<file path="config.mk">
export PLATFORM = sky130hd
export DESIGN_NAME = video_dither
export DESIGN_NICKNAME = d
export VERILOG_FILES = /design/src/rtl/video_dither.sv
export SDC_FILE = /design/constraint.sdc
export NUM_CORES = 1
export LEC_CHECK = 0
export CAP_MARGIN = 30
export CORE_MARGIN = 3
export CORE_UTILIZATION = 45
export CTS_CLUSTER_SIZE = 16
export DETAILED_ROUTE_END_ITERATION = 16
export REMOVE_ABC_BUFFERS = 1
export SLEW_MARGIN = 20
export SYNTH_ARGS = -nofsm -noshare
export SYNTH_HDL_FRONTEND = slang
export SYNTH_SLANG_ARGS = --single-unit
</file>
<file path="constraint.sdc">
create_clock -name pclk -period 7.3 [get_ports pclk]
set_clock_uncertainty 0.2 [all_clocks]
set_input_delay 1.46 -clock pclk [delete_from_list [all_inputs] [get_ports pclk]]
set_output_delay 1.46 -clock pclk [all_outputs]
set_load 0.1 [all_outputs]
</file>
<file path="src/rtl/video_dither.sv">
// Three-stage RGB -> luma -> binary pixel pipeline with fixed-threshold or 4x4 Bayer dithering.
// de/sync/coordinates travel alongside the pixel so every output is aligned with bin_data.
module video_dither #(
   parameter bit INVERT   = 1'b0,
   parameter bit SYNC_POL = 1'b1
) (
   input  logic        pclk,
   input  logic        rst,
   input  logic [23:0] rgb_data,
   input  logic        de,
   input  logic        hsync,
   input  logic        vsync,
   input  logic        mode,
   input  logic [7:0]  thresh,
   output logic        bin_data,
   output logic        de_o,
   output logic        hsync_o,
   output logic        vsync_o,
   output logic [9:0]  x_pos,
   output logic [8:0]  y_pos,
   output logic        frame_start
);
   localparam bit SYNC_IDLE = ~SYNC_POL;

   logic       de_prev_q, de_prev_d, vs_prev_q, vs_prev_d, armed_q, armed_d, mode_q, mode_d;
   logic [9:0] col_q, col_d;
   logic [8:0] row_q, row_d;
   logic [7:0] thr_q, thr_d;

   logic [15:0] s1_pr_q, s1_pr_d, s1_pg_q, s1_pg_d, s1_pb_q, s1_pb_d;
   logic        s1_de_q, s1_de_d, s1_hs_q, s1_hs_d, s1_vs_q, s1_vs_d, s1_fs_q, s1_fs_d;
   logic        s1_mode_q, s1_mode_d;
   logic [9:0]  s1_x_q, s1_x_d;
   logic [8:0]  s1_y_q, s1_y_d;
   logic [7:0]  s1_thr_q, s1_thr_d;

   logic [7:0]  s2_luma_q, s2_luma_d, s2_thr_q, s2_thr_d;
   logic        s2_de_q, s2_de_d, s2_hs_q, s2_hs_d, s2_vs_q, s2_vs_d, s2_fs_q, s2_fs_d;
   logic        s2_mode_q, s2_mode_d;
   logic [9:0]  s2_x_q, s2_x_d;
   logic [8:0]  s2_y_q, s2_y_d;

   logic        bin_q, bin_d, de_o_q, de_o_d, hs_o_q, hs_o_d, vs_o_q, vs_o_d, fs_o_q, fs_o_d;
   logic [9:0]  x_o_q, x_o_d;
   logic [8:0]  y_o_q, y_o_d;

   logic        vs_edge, de_fall, fs_now;
   logic [3:0]  bay_m;
   logic [7:0]  thr_eff;

   function automatic logic [3:0] bayer(input logic [1:0] yy, input logic [1:0] xx);
      logic [3:0] m;
      case ({yy, xx})
         4'h0: m = 4'd0;   4'h1: m = 4'd8;   4'h2: m = 4'd2;   4'h3: m = 4'd10;
         4'h4: m = 4'd12;  4'h5: m = 4'd4;   4'h6: m = 4'd14;  4'h7: m = 4'd6;
         4'h8: m = 4'd3;   4'h9: m = 4'd11;  4'hA: m = 4'd1;   4'hB: m = 4'd9;
         4'hC: m = 4'd15;  4'hD: m = 4'd7;   4'hE: m = 4'd13;  default: m = 4'd5;
      endcase
      return m;
   endfunction

   always_comb begin
      vs_edge   = (vsync == SYNC_POL) && (vs_prev_q != SYNC_POL);
      de_fall   = !de && de_prev_q;
      // A vsync edge coinciding with de starts the frame on that very pixel.
      fs_now    = de && (armed_q || vs_edge);
      de_prev_d = de;
      vs_prev_d = vsync;

      col_d = col_q;
      if (de) begin
         if (col_q != 10'd1023) col_d = col_q + 10'd1;
      end else if (de_fall) begin
         col_d = '0;
      end

      row_d = row_q;
      if (vs_edge)                            row_d = '0;
      else if (de_fall && row_q != 9'd511)    row_d = row_q + 9'd1;

      armed_d = armed_q;
      if (fs_now)       armed_d = 1'b0;
      else if (vs_edge) armed_d = 1'b1;

      thr_d  = fs_now ? thresh : thr_q;
      mode_d = fs_now ? mode   : mode_q;

      s1_pr_d   = 16'(rgb_data[23:16]) * 16'd77;
      s1_pg_d   = 16'(rgb_data[15:8])  * 16'd150;
      s1_pb_d   = 16'(rgb_data[7:0])   * 16'd29;
      s1_de_d   = de;
      s1_hs_d   = hsync;
      s1_vs_d   = vsync;
      s1_x_d    = col_q;
      s1_y_d    = vs_edge ? '0 : row_q;
      s1_fs_d   = fs_now;
      s1_thr_d  = thr_d;
      s1_mode_d = mode_d;

      s2_luma_d = 8'((s1_pr_q + s1_pg_q + s1_pb_q) >> 8);
      s2_de_d   = s1_de_q;
      s2_hs_d   = s1_hs_q;
      s2_vs_d   = s1_vs_q;
      s2_x_d    = s1_x_q;
      s2_y_d    = s1_y_q;
      s2_fs_d   = s1_fs_q;
      s2_thr_d  = s1_thr_q;
      s2_mode_d = s1_mode_q;

      bay_m   = bayer(s2_y_q[1:0], s2_x_q[1:0]);
      thr_eff = s2_mode_q ? {bay_m, 4'h8} : s2_thr_q;
      bin_d   = s2_de_q && ((s2_luma_q > thr_eff) ^ INVERT);
      de_o_d  = s2_de_q;
      hs_o_d  = s2_hs_q;
      vs_o_d  = s2_vs_q;
      x_o_d   = s2_x_q;
      y_o_d   = s2_y_q;
      fs_o_d  = s2_fs_q;
   end

   always_ff @(posedge pclk) begin
      if (rst) begin
         de_prev_q <= 1'b0;      vs_prev_q <= SYNC_IDLE;  armed_q <= 1'b0;
         col_q     <= '0;        row_q     <= '0;
         thr_q     <= 8'd128;    mode_q    <= 1'b0;
         s1_pr_q   <= '0;        s1_pg_q   <= '0;         s1_pb_q  <= '0;
         s1_de_q   <= 1'b0;      s1_hs_q   <= SYNC_IDLE;  s1_vs_q  <= SYNC_IDLE;
         s1_x_q    <= '0;        s1_y_q    <= '0;         s1_fs_q  <= 1'b0;
         s1_thr_q  <= '0;        s1_mode_q <= 1'b0;
         s2_luma_q <= '0;        s2_de_q   <= 1'b0;
         s2_hs_q   <= SYNC_IDLE; s2_vs_q   <= SYNC_IDLE;
         s2_x_q    <= '0;        s2_y_q    <= '0;         s2_fs_q  <= 1'b0;
         s2_thr_q  <= '0;        s2_mode_q <= 1'b0;
         bin_q     <= 1'b0;      de_o_q    <= 1'b0;
         hs_o_q    <= SYNC_IDLE; vs_o_q    <= SYNC_IDLE;
         x_o_q     <= '0;        y_o_q     <= '0;         fs_o_q   <= 1'b0;
      end else begin
         de_prev_q <= de_prev_d; vs_prev_q <= vs_prev_d;  armed_q  <= armed_d;
         col_q     <= col_d;     row_q     <= row_d;
         thr_q     <= thr_d;     mode_q    <= mode_d;
         s1_pr_q   <= s1_pr_d;   s1_pg_q   <= s1_pg_d;    s1_pb_q  <= s1_pb_d;
         s1_de_q   <= s1_de_d;   s1_hs_q   <= s1_hs_d;    s1_vs_q  <= s1_vs_d;
         s1_x_q    <= s1_x_d;    s1_y_q    <= s1_y_d;     s1_fs_q  <= s1_fs_d;
         s1_thr_q  <= s1_thr_d;  s1_mode_q <= s1_mode_d;
         s2_luma_q <= s2_luma_d; s2_de_q   <= s2_de_d;
         s2_hs_q   <= s2_hs_d;   s2_vs_q   <= s2_vs_d;
         s2_x_q    <= s2_x_d;    s2_y_q    <= s2_y_d;     s2_fs_q  <= s2_fs_d;
         s2_thr_q  <= s2_thr_d;  s2_mode_q <= s2_mode_d;
         bin_q     <= bin_d;     de_o_q    <= de_o_d;
         hs_o_q    <= hs_o_d;    vs_o_q    <= vs_o_d;
         x_o_q     <= x_o_d;     y_o_q     <= y_o_d;      fs_o_q   <= fs_o_d;
      end
   end

   assign bin_data    = bin_q;
   assign de_o        = de_o_q;
   assign hsync_o     = hs_o_q;
   assign vsync_o     = vs_o_q;
   assign x_pos       = x_o_q;
   assign y_pos       = y_o_q;
   assign frame_start = fs_o_q;

endmodule

</file>
# After elaboration in Yosys (flattened, before gate mapping)
# Memories as Yosys holds them, arrays and structs flattened. A register that Yosys moved wholly into a read port is not among the register bits.
# Index checks and enable logic that the tools add are counted.
[word_totals]
reg_bits = 172
word_cells = 64
n_memories = 1
input_bits = 38
romBits = 64
[memory_table]
columns = ["memory", "words", "word_bits", "read_ports", "rd_ports_with_merged_regs", "write_ports", "line_no", "source"]
rows = [
  ["(name not given)", 16, 4, 1, 1, 0, "53", "case ({yy, xx})"],
]
[op_classes]
n_bitwise = 1
mul = 3
muxes = 6
reduce_logical = 11
n_eq_ne = 3
addsub = 4
n_lt_le_gt_ge = 1
[op_table]
columns = ["op", "n"]
rows = [
  ["16-bit adder", 2],
  ["8-bit by 7-bit multiplier with 15-bit output (second input constant)", 2],
  ["10-bit 2-to-1 mux", 3],
  ["8-bit 2-to-1 mux", 2],
  ["8-bit by 5-bit multiplier with 13-bit output (second input constant)", 1],
  ["10-bit by 1-bit adder with 10-bit output (second input constant)", 1],
  ["10-bit != test (second input constant)", 1],
  ["9-bit by 1-bit adder with 9-bit output (second input constant)", 1],
  ["9-bit != test (second input constant)", 1],
  ["8-bit greater-than comparator", 1],
  ["1-bit logical AND", 5],
  ["4-bit 2-to-1 mux", 1],
  ["2-bit OR reduction", 2],
  ["2-bit by 1-bit != test with 1-bit output (second input constant)", 1],
  ["2-bit AND reduction", 1],
  ["2-bit nonzero test", 1],
  ["1-bit logical NOT", 1],
  ["1-bit logical OR", 1],
  ["1-bit inverter", 1],
]

# Longest topological paths before layout
# Gate-level depths: netlist of the first run.
[depth]
ltp_word = 5
ltp_mapped = 13
depth_no_buf = 13

# Worst setup path after synthesis of the first run
# OpenSTA, ideal clock, no wires.
[synth_path]
path_type = "input-to-reg"
start = "input port rgb_data[20]"
end = "register s1_pr_q[13]"
setup_time_ns = 0.121
path_slack_ns = 2.601
path_stages = 13
t_required_ns = 6.979
path_buffers = 0
t_arrival_ns = 4.378
path_cell_list = "ha_1 ha_1 inv_1 fa_1 fa_1 inv_1 ha_1 o21a_1 o31a_1 o221ai_1 nand2b_1 a31oi_1 mux2_2"
[synth_between]
elab_chain_len = 1
[synth_lines]
columns = ["item", "line_no", "source"]
rows = [
  ["start: declaration", "9", "input logic [23:0] rgb_data,"],
  ["8-bit by 7-bit multiplier with 15-bit output", "88", "s1_pr_d = 16'(rgb_data[23:16]) * 16'd77;"],
  ["end signal: assignment", "141", "s1_pr_q <= s1_pr_d; s1_pg_q <= s1_pg_d; s1_pb_q <= s1_pb_d;"],
  ["end: declaration", "30", "logic [15:0] s1_pr_q, s1_pr_d, s1_pg_q, s1_pg_d, s1_pb_q, s1_pb_d;"],
]
# No other way between the ends.
# A chain may end at the register's enable or synchronous reset.

# Final worst setup path of the first run
[layout_path]
start = "input port rgb_data[21]"
end = "register s1_pr_q[13]"
# The elaborated chain is that of the path after synthesis.

==> results of run 1 <==
kinds of logic after synthesis:
logic type / count (synthesis)
compound gates: 120
fa+ha+maj: 162
simple gates: 251
buf+inv: 114
mux: 7
flops: 164
xor+xnor: 40
stage by stage:
step / util / area [um^2] / setup slack, ns
after CTS: 0.537 / 10100 / 2.35
final: 0.537 / 10100 / 2.34
after global placement: 0.505 / 9480 / 1.94
after global routing: 0.537 / 10100 / 2.13
after floorplan: - / 8570 / 2.60
after detailed placement: 0.505 / 9480 / 1.90
layer usage:
| metal | routed length (um) | vias to the layer above | GRT usage |
|---|---|---|---|
| met3 | 506 | 8 | 0.0370 |
| met5 | 0 | - | 0 |
| li1 | - | 2987 | - |
| met1 | 7590 | 2522 | 0.209 |
| met2 | 6320 | 78 | 0.237 |
| met4 | 110 | 0 | 0.0383 |
final cells by class:
type,count,area [um^2]
fill,1718,8690
multi-input combinational,580,4930
sequential,164,3280
timing repair buffer,62,616
clock buffer,18,439
inverter,94,353
tap,234,293
clock inverter,14,163
critical path: stages:
cell	delay [ns]
sky130_fd_sc_hd__clkdlybuf4s50_1	0.58
sky130_fd_sc_hd__ha_1	0.27
sky130_fd_sc_hd__ha_1	0.27
sky130_fd_sc_hd__inv_1	0.05
sky130_fd_sc_hd__fa_1	0.49
sky130_fd_sc_hd__fa_1	0.52
sky130_fd_sc_hd__inv_1	0.04
sky130_fd_sc_hd__ha_1	0.33
sky130_fd_sc_hd__o21a_1	0.12
sky130_fd_sc_hd__o31a_1	0.13
sky130_fd_sc_hd__o221ai_1	0.18
sky130_fd_sc_hd__nand2b_1	0.11
sky130_fd_sc_hd__a31oi_1	0.19
sky130_fd_sc_hd__mux2_2	0.34
final timing paths:
kind	start	end	slack [ns]	cells past startpoint
setup reg to reg	s1_pr_q[7]	s2_luma_q[5]	4.37	10
hold / removal	s2_y_q[0]	y_pos[0]	0.23	1
hold reg to reg	s2_y_q[0]	y_pos[0]	0.23	1
setup / recovery	rgb_data[21]	s1_pr_q[13]	2.34	14
registers in the layout, summed over array words and instances (netlist names), 4 cells and up:
register / flops
s1_y_q: 9
thr_q: 8
y_pos: 9
x_pos: 10
col_q: 10
row_q: 9
s1_pr_q: 15
s2_luma_q: 8
s2_thr_q: 8
s1_pb_q: 13
s2_x_q: 10
bay_m: 4
s1_pg_q: 15
s2_y_q: 9
s1_x_q: 10
cell usage in the layout, fill, tap and decap left out, types with 10 or more instances in the layout:
cell type / instances
sky130_fd_sc_hd__a211oi_1: 11
sky130_fd_sc_hd__a21o_1: 11
sky130_fd_sc_hd__a21oi_1: 21
sky130_fd_sc_hd__clkbuf_16: 17
sky130_fd_sc_hd__clkdlybuf4s50_1: 60
sky130_fd_sc_hd__dfxtp_1: 164
sky130_fd_sc_hd__fa_1: 38
sky130_fd_sc_hd__ha_1: 124
sky130_fd_sc_hd__inv_1: 94
sky130_fd_sc_hd__nand2_1: 15
sky130_fd_sc_hd__nand2b_1: 10
sky130_fd_sc_hd__nor2_1: 77
sky130_fd_sc_hd__nor2b_1: 94
sky130_fd_sc_hd__o21ai_0: 15
sky130_fd_sc_hd__xnor2_1: 17
sky130_fd_sc_hd__xor2_1: 23
power by group through the flow:
stage                     sequential [mW]  combinational, mW  clock (mW)
after floorplan                      1.04              0.888           0
after global placement               1.06               1.12           0
after detailed placement             1.06               1.13           0
after CTS                            1.04               1.14       0.902
after global routing                 1.05               1.31       0.942
final                                1.04               1.13       0.875
==> out/metrics.yaml, run 1 <==
critical_path.endpoint_type: "flop"
finalCritPeriodShare: 0.680
grt_antenna_before_repair: 0
grt_first_pass_wirelength_um: 25500
synth_top_cell_area_share: 0.380
synth_largest_area_cell: "sky130_fd_sc_hd__dfxtp_1"
htree_num_levels: 4
dieArea_mm2: 0.0209
seq_power_share: 0.341
route.detailed.wl_per_inst_um: 12.5
synth-main-ff-cell: "sky130_fd_sc_hd__dfxtp_1"
leakagePower_nw: 4.56
synth-adder-area-share: 0.267
sw_frac_of_total: 0.345
post_route_cells_drive_above_1_share: 0.0547
status: "finished clean"
critPathRequiredTime_ns: 7.41
tritoncts: "built"
synth_xor_area_frac: 0.0405
criticalPathCategory: "in -> reg"
kind_of_path_behind_the_tightest_hold_check: "reg -> reg"
share_of_the_synthesized_area_in_compound_gates_ao_oa_aoi_oai: 0.0996
timing_worst_slew_pin_value_ns: 0.988
row_count: 50
cts.sinks: 164
die_width_um: 145
buffer_ports.inserted: 61
synth_cell_type_count: 63
via_count_of_the_first_global_routing_pass: 5609
final-max-slew-violation-count: 0
total_power_mw: 3.04
synth_top_family_by_area: "adder cells"
yosysWarnings: 0
rsz0062_at_grt: "false"
slew_headroom: 0.339
ctsHoldBuffers: 0
syn_inst: 858
finalSetupViolCount: 0
seq_area_frac_synth: 0.380
largest_net_degree_at_the_start_of_global_routing: 71
design.portCount: 62
viasPerCell: 4.80
finalCriticalPeriod_ns: 4.96
gate_power_share: 0.371
cts_root_buffer: "sky130_fd_sc_hd__clkbuf_16"
post_cts_buffers: 0
dieHeight_um: 145
worst_ep_arrival_time_ns: 5.07
synthSimpleGateAreaFrac: 0.155
global_route.overflow_total: 0
cts-buffers-inserted: 17
setup-tns-final_ns: 0
drt.antenna.violating_nets: 0
number_of_cells_upsized_or_downsized_after_cts: 0
clock_pin_slew_on_the_worst_setup_and_hold_paths_ns: 0.06
most_used_standard_cell_by_instance_count_after_synthesis: "sky130_fd_sc_hd__dfxtp_1"
netlist_area_mm2: 0.00865
avgSynthCellArea_um2: 10.1
detail_route.drc_violations: 0
yosys-top-cells-count: "sky130_fd_sc_hd__dfxtp_1 (164), sky130_fd_sc_hd__ha_1 (124), sky130_fd_sc_hd__inv_1 (94), sky130_fd_sc_hd__nor2b_1 (94), sky130_fd_sc_hd__nor2_1 (77)"
totalWireLength_um: 14500
start_util: 0.461
worst_setup_path_start_kind: "input port"
share_of_power_burned_in_the_clock_network: 0.288
yosys_register_bits: 164
synth_enable_flop_cells: 0
power.internal_mw: 1.99
hold_violations: 0
groute.usage.overall: 0.151
switchingPower_mw: 1.05
synthTopCellsByArea: "sky130_fd_sc_hd__dfxtp_1 (38%), sky130_fd_sc_hd__ha_1 (18%), sky130_fd_sc_hd__fa_1 (8.8%), sky130_fd_sc_hd__nor2b_1 (6.8%), sky130_fd_sc_hd__inv_1 (4.1%)"
cap_viol_max_count: 0
max_clock_freq_mhz: 202
drt_pre_antenna_iters: 4
place.detailed.instances: 1134
antenna_cells: 0
drtIter0Drc: 168
layout.cells.non_filler: 1166
pwr_density_cell_mw_per_mm2: 301
synth_async_sr_flop_share: 0
final_nets: 1119
peak_supply_drop_uv: 136
place.gp.congestion: 0.806
dr_total_vias: 5595
worstPathMaxFanout: 4
detailedPlacementHpwl_um: 11300
finalHoldWorstSlack_ns: 0.234
syn2layout_area_growth_pct: 16.6
muxShareOfSynthArea: 0.00825
design.core.area_mm2: 0.0188
clk_latency_ns: 0.42
clock_path_buffers: 2
Power figures use the tool's default switching activity.
==> run 2, diff against run 1 <==
Clock period 7.3 ns to 5.1 ns, I/O delays scaled along.
==> out/metrics.yaml, run 2 (synthesized netlist as in run 1, its figures left out) <==
status: "finished clean"  # unchanged
total_power_mw: 4.33  # was 3.04 mW
drt.antenna.violating_nets: 0  # unchanged
antenna_cells: 0  # unchanged
grt_antenna_before_repair: 0  # unchanged
place.gp.congestion: 0.811  # was 0.806
start_util: 0.461  # unchanged
totalWireLength_um: 14400  # was 14500 um
dr_total_vias: 5608  # was 5595
post_cts_buffers: 0  # unchanged
kind_of_path_behind_the_tightest_hold_check: "reg -> reg"  # unchanged
layout.cell_area.non_filler_mm2: 0.0101  # about the same
place.detailed.instances: 1138  # was 1134
detail_route.drc_violations: 0  # unchanged
setup.reg_to_reg.worst_slack_ns: 2.20  # was 4.37 ns
layout.cells.most_common: "sky130_fd_sc_hd__dfxtp_1"  # unchanged
ctsHoldBuffers: 0  # unchanged
finalSetupViolCount: 0  # unchanged
largest_net_degree_at_the_start_of_global_routing: 68  # was 71
critical-path-max-stage-delay_ns: 0.51  # was 0.58 ns
cap_viol_max_count: 0  # unchanged
syn2layout_area_growth_pct: 16.7  # was 16.6%
finalCriticalPeriod_ns: 4.49
final_nets: 1123  # was 1119
drt_pre_antenna_iters: 4  # unchanged
route.detailed.wl_per_inst_um: 12.3  # was 12.5 um
cts-buffers-inserted: 17  # unchanged
rsz0062_at_grt: "false"  # unchanged
nFillCells: 1723  # was 1718
setup_ws_ns: 0.605  # was 2.34 ns
critPathRequiredTime_ns: 5.21  # was 7.41 ns
layout.cells.non_filler: 1170  # was 1166
design.core.area_mm2: 0.0188  # unchanged
design.portCount: 62  # unchanged
viasPerCell: 4.79  # was 4.80
worst_setup_path_start_kind: "input port"  # unchanged
top_regs: "s1_pg_q x15, s1_pr_q x15, s1_pb_q x13"  # unchanged
path_cells: "clkdlybuf4s50_1 -> ha_1 -> ha_1 -> inv_1 -> fa_1 -> fa_1 -> inv_1 -> ha_1 -> o21a_1 -> o31a_1 -> o221ai_1 -> nand2b_1 -> a31oi_1 -> mux2_2"  # unchanged
row_count: 50  # unchanged
via_count_of_the_first_global_routing_pass: 5422  # was 5609
finalCritPeriodShare: 0.881
dpl_cell_area_mm2: 0.00951  # was 0.00948 mm^2
criticalPathCategory: "in -> reg"  # unchanged
worst_ep_arrival_time_ns: 4.61  # was 5.07 ns
critical_path.endpoint_type: "flop"  # unchanged
post_route_cells_drive_above_1_share: 0.0577  # was 0.0547
pwr_density_cell_mw_per_mm2: 429  # was 301 mW/mm^2
final-max-slew-violation-count: 0  # unchanged
cts_root_buffer: "sky130_fd_sc_hd__clkbuf_16"  # unchanged
groute.usage.overall: 0.149  # was 0.151
tritoncts: "built"  # unchanged
leakagePower_nw: 4.57  # was 4.56 nW
timing.critical_path.slowest_stage_cell: "sky130_fd_sc_hd__fa_1"  # was sky130_fd_sc_hd__clkdlybuf4s50_1
critPathMostFrequentCell: "sky130_fd_sc_hd__ha_1"  # unchanged
dieArea_mm2: 0.0209  # unchanged
grt_first_pass_wirelength_um: 25100  # was 25500 um
clock_path_buffers: 2  # unchanged
htree_num_levels: 4  # unchanged
dieHeight_um: 145  # unchanged
worstPathMaxFanout: 4  # unchanged
cts.sinks: 164  # unchanged
global_route.overflow_total: 0  # unchanged
setup-tns-final_ns: 0  # unchanged
multi_input_area_mm2: 0.00493  # unchanged
die_width_um: 145  # unchanged
max_clock_freq_mhz: 222
peak_supply_drop_uv: 248  # was 136 uV
detailedPlacementHpwl_um: 11300  # about the same
hold_violations: 0  # unchanged
final_cell_mix: "sky130_fd_sc_hd__dfxtp_1 (164), sky130_fd_sc_hd__ha_1 (124), sky130_fd_sc_hd__inv_1 (94), sky130_fd_sc_hd__nor2b_1 (94), sky130_fd_sc_hd__nor2_1 (77)"  # unchanged
register_area_mm2: 0.00328  # unchanged
finalHoldWorstSlack_ns: 0.231  # was 0.234 ns
slew_headroom: 0.339  # about the same
utilization: 0.538  # was 0.537
drtIter0Drc: 200  # was 168
clock_pin_slew_on_the_worst_setup_and_hold_paths_ns: 0.07  # was 0.06 ns
buffer_ports.inserted: 61  # unchanged
clk_latency_ns: 0.42  # about the same
timing_worst_slew_pin_value_ns: 0.988  # about the same
number_of_cells_upsized_or_downsized_after_cts: 0  # unchanged
placement.setup.worst_slack_ns: 0.152  # was 1.90 ns
==> run 2: cell count changes in the layout (fill, tap and decap cells not counted) <==
cell                         delta
sky130_fd_sc_hd__clkinv_8       -2
sky130_fd_sc_hd__clkinvlp_4     +1
sky130_fd_sc_hd__clkbuf_1       +1
sky130_fd_sc_hd__clkinv_4       +1
sky130_fd_sc_hd__buf_4          +4
sky130_fd_sc_hd__inv_6          -1
==> run 2: critical path, delay by kind of cell <==
family	cells	cell delay [ns]
adders and majority gates	5	1.93
AOI/OAI and AO/OA	4	0.61
buffers and inverters	3	0.58
muxes	1	0.35
and+or+nand+nor	1	0.11
==> run 2: final cells by class <==
class | instances | area share
Inverter | 94 | 0.0350
Tap cell | 234 | 0.0290
Timing Repair Buffer | 66 | 0.0640
Multi-Input combinational cell | 580 | 0.489
Clock inverter | 13 | 0.0136
Clock buffer | 19 | 0.0439
Sequential cell | 164 | 0.325
==> run 2: worst paths after layout <==
path | depth (start not counted) | to | from
hold / removal | 1 | s2_y_q[7] | s1_y_q[7]
hold reg to reg | 1 | s2_y_q[7] | s1_y_q[7]
setup reg to reg | 10 | s2_luma_q[3] | s1_pr_q[7]
setup / recovery | 14 | s1_pr_q[13] | rgb_data[20]
==> run 2: where the power goes <==
| part | switching (mW) | internal (mW) | leakage, nW |
|---|---|---|---|
| logic | 0.894 | 0.731 | 2.95 |
| clock network | 0.528 | 0.700 | 0.273 |
| registers | 0.0658 | 1.41 | 1.34 |
==> run 2: routing by layer <==
layer	vias up	GRT usage	share of wire	wire (um)
met5	-	0	0	0
met3	10	0.0304	0.034	488
li1	2989	-	-	-
met1	2520	0.215	0.52	7530
met4	0	0.0471	0.013	184
met2	89	0.223	0.43	6160
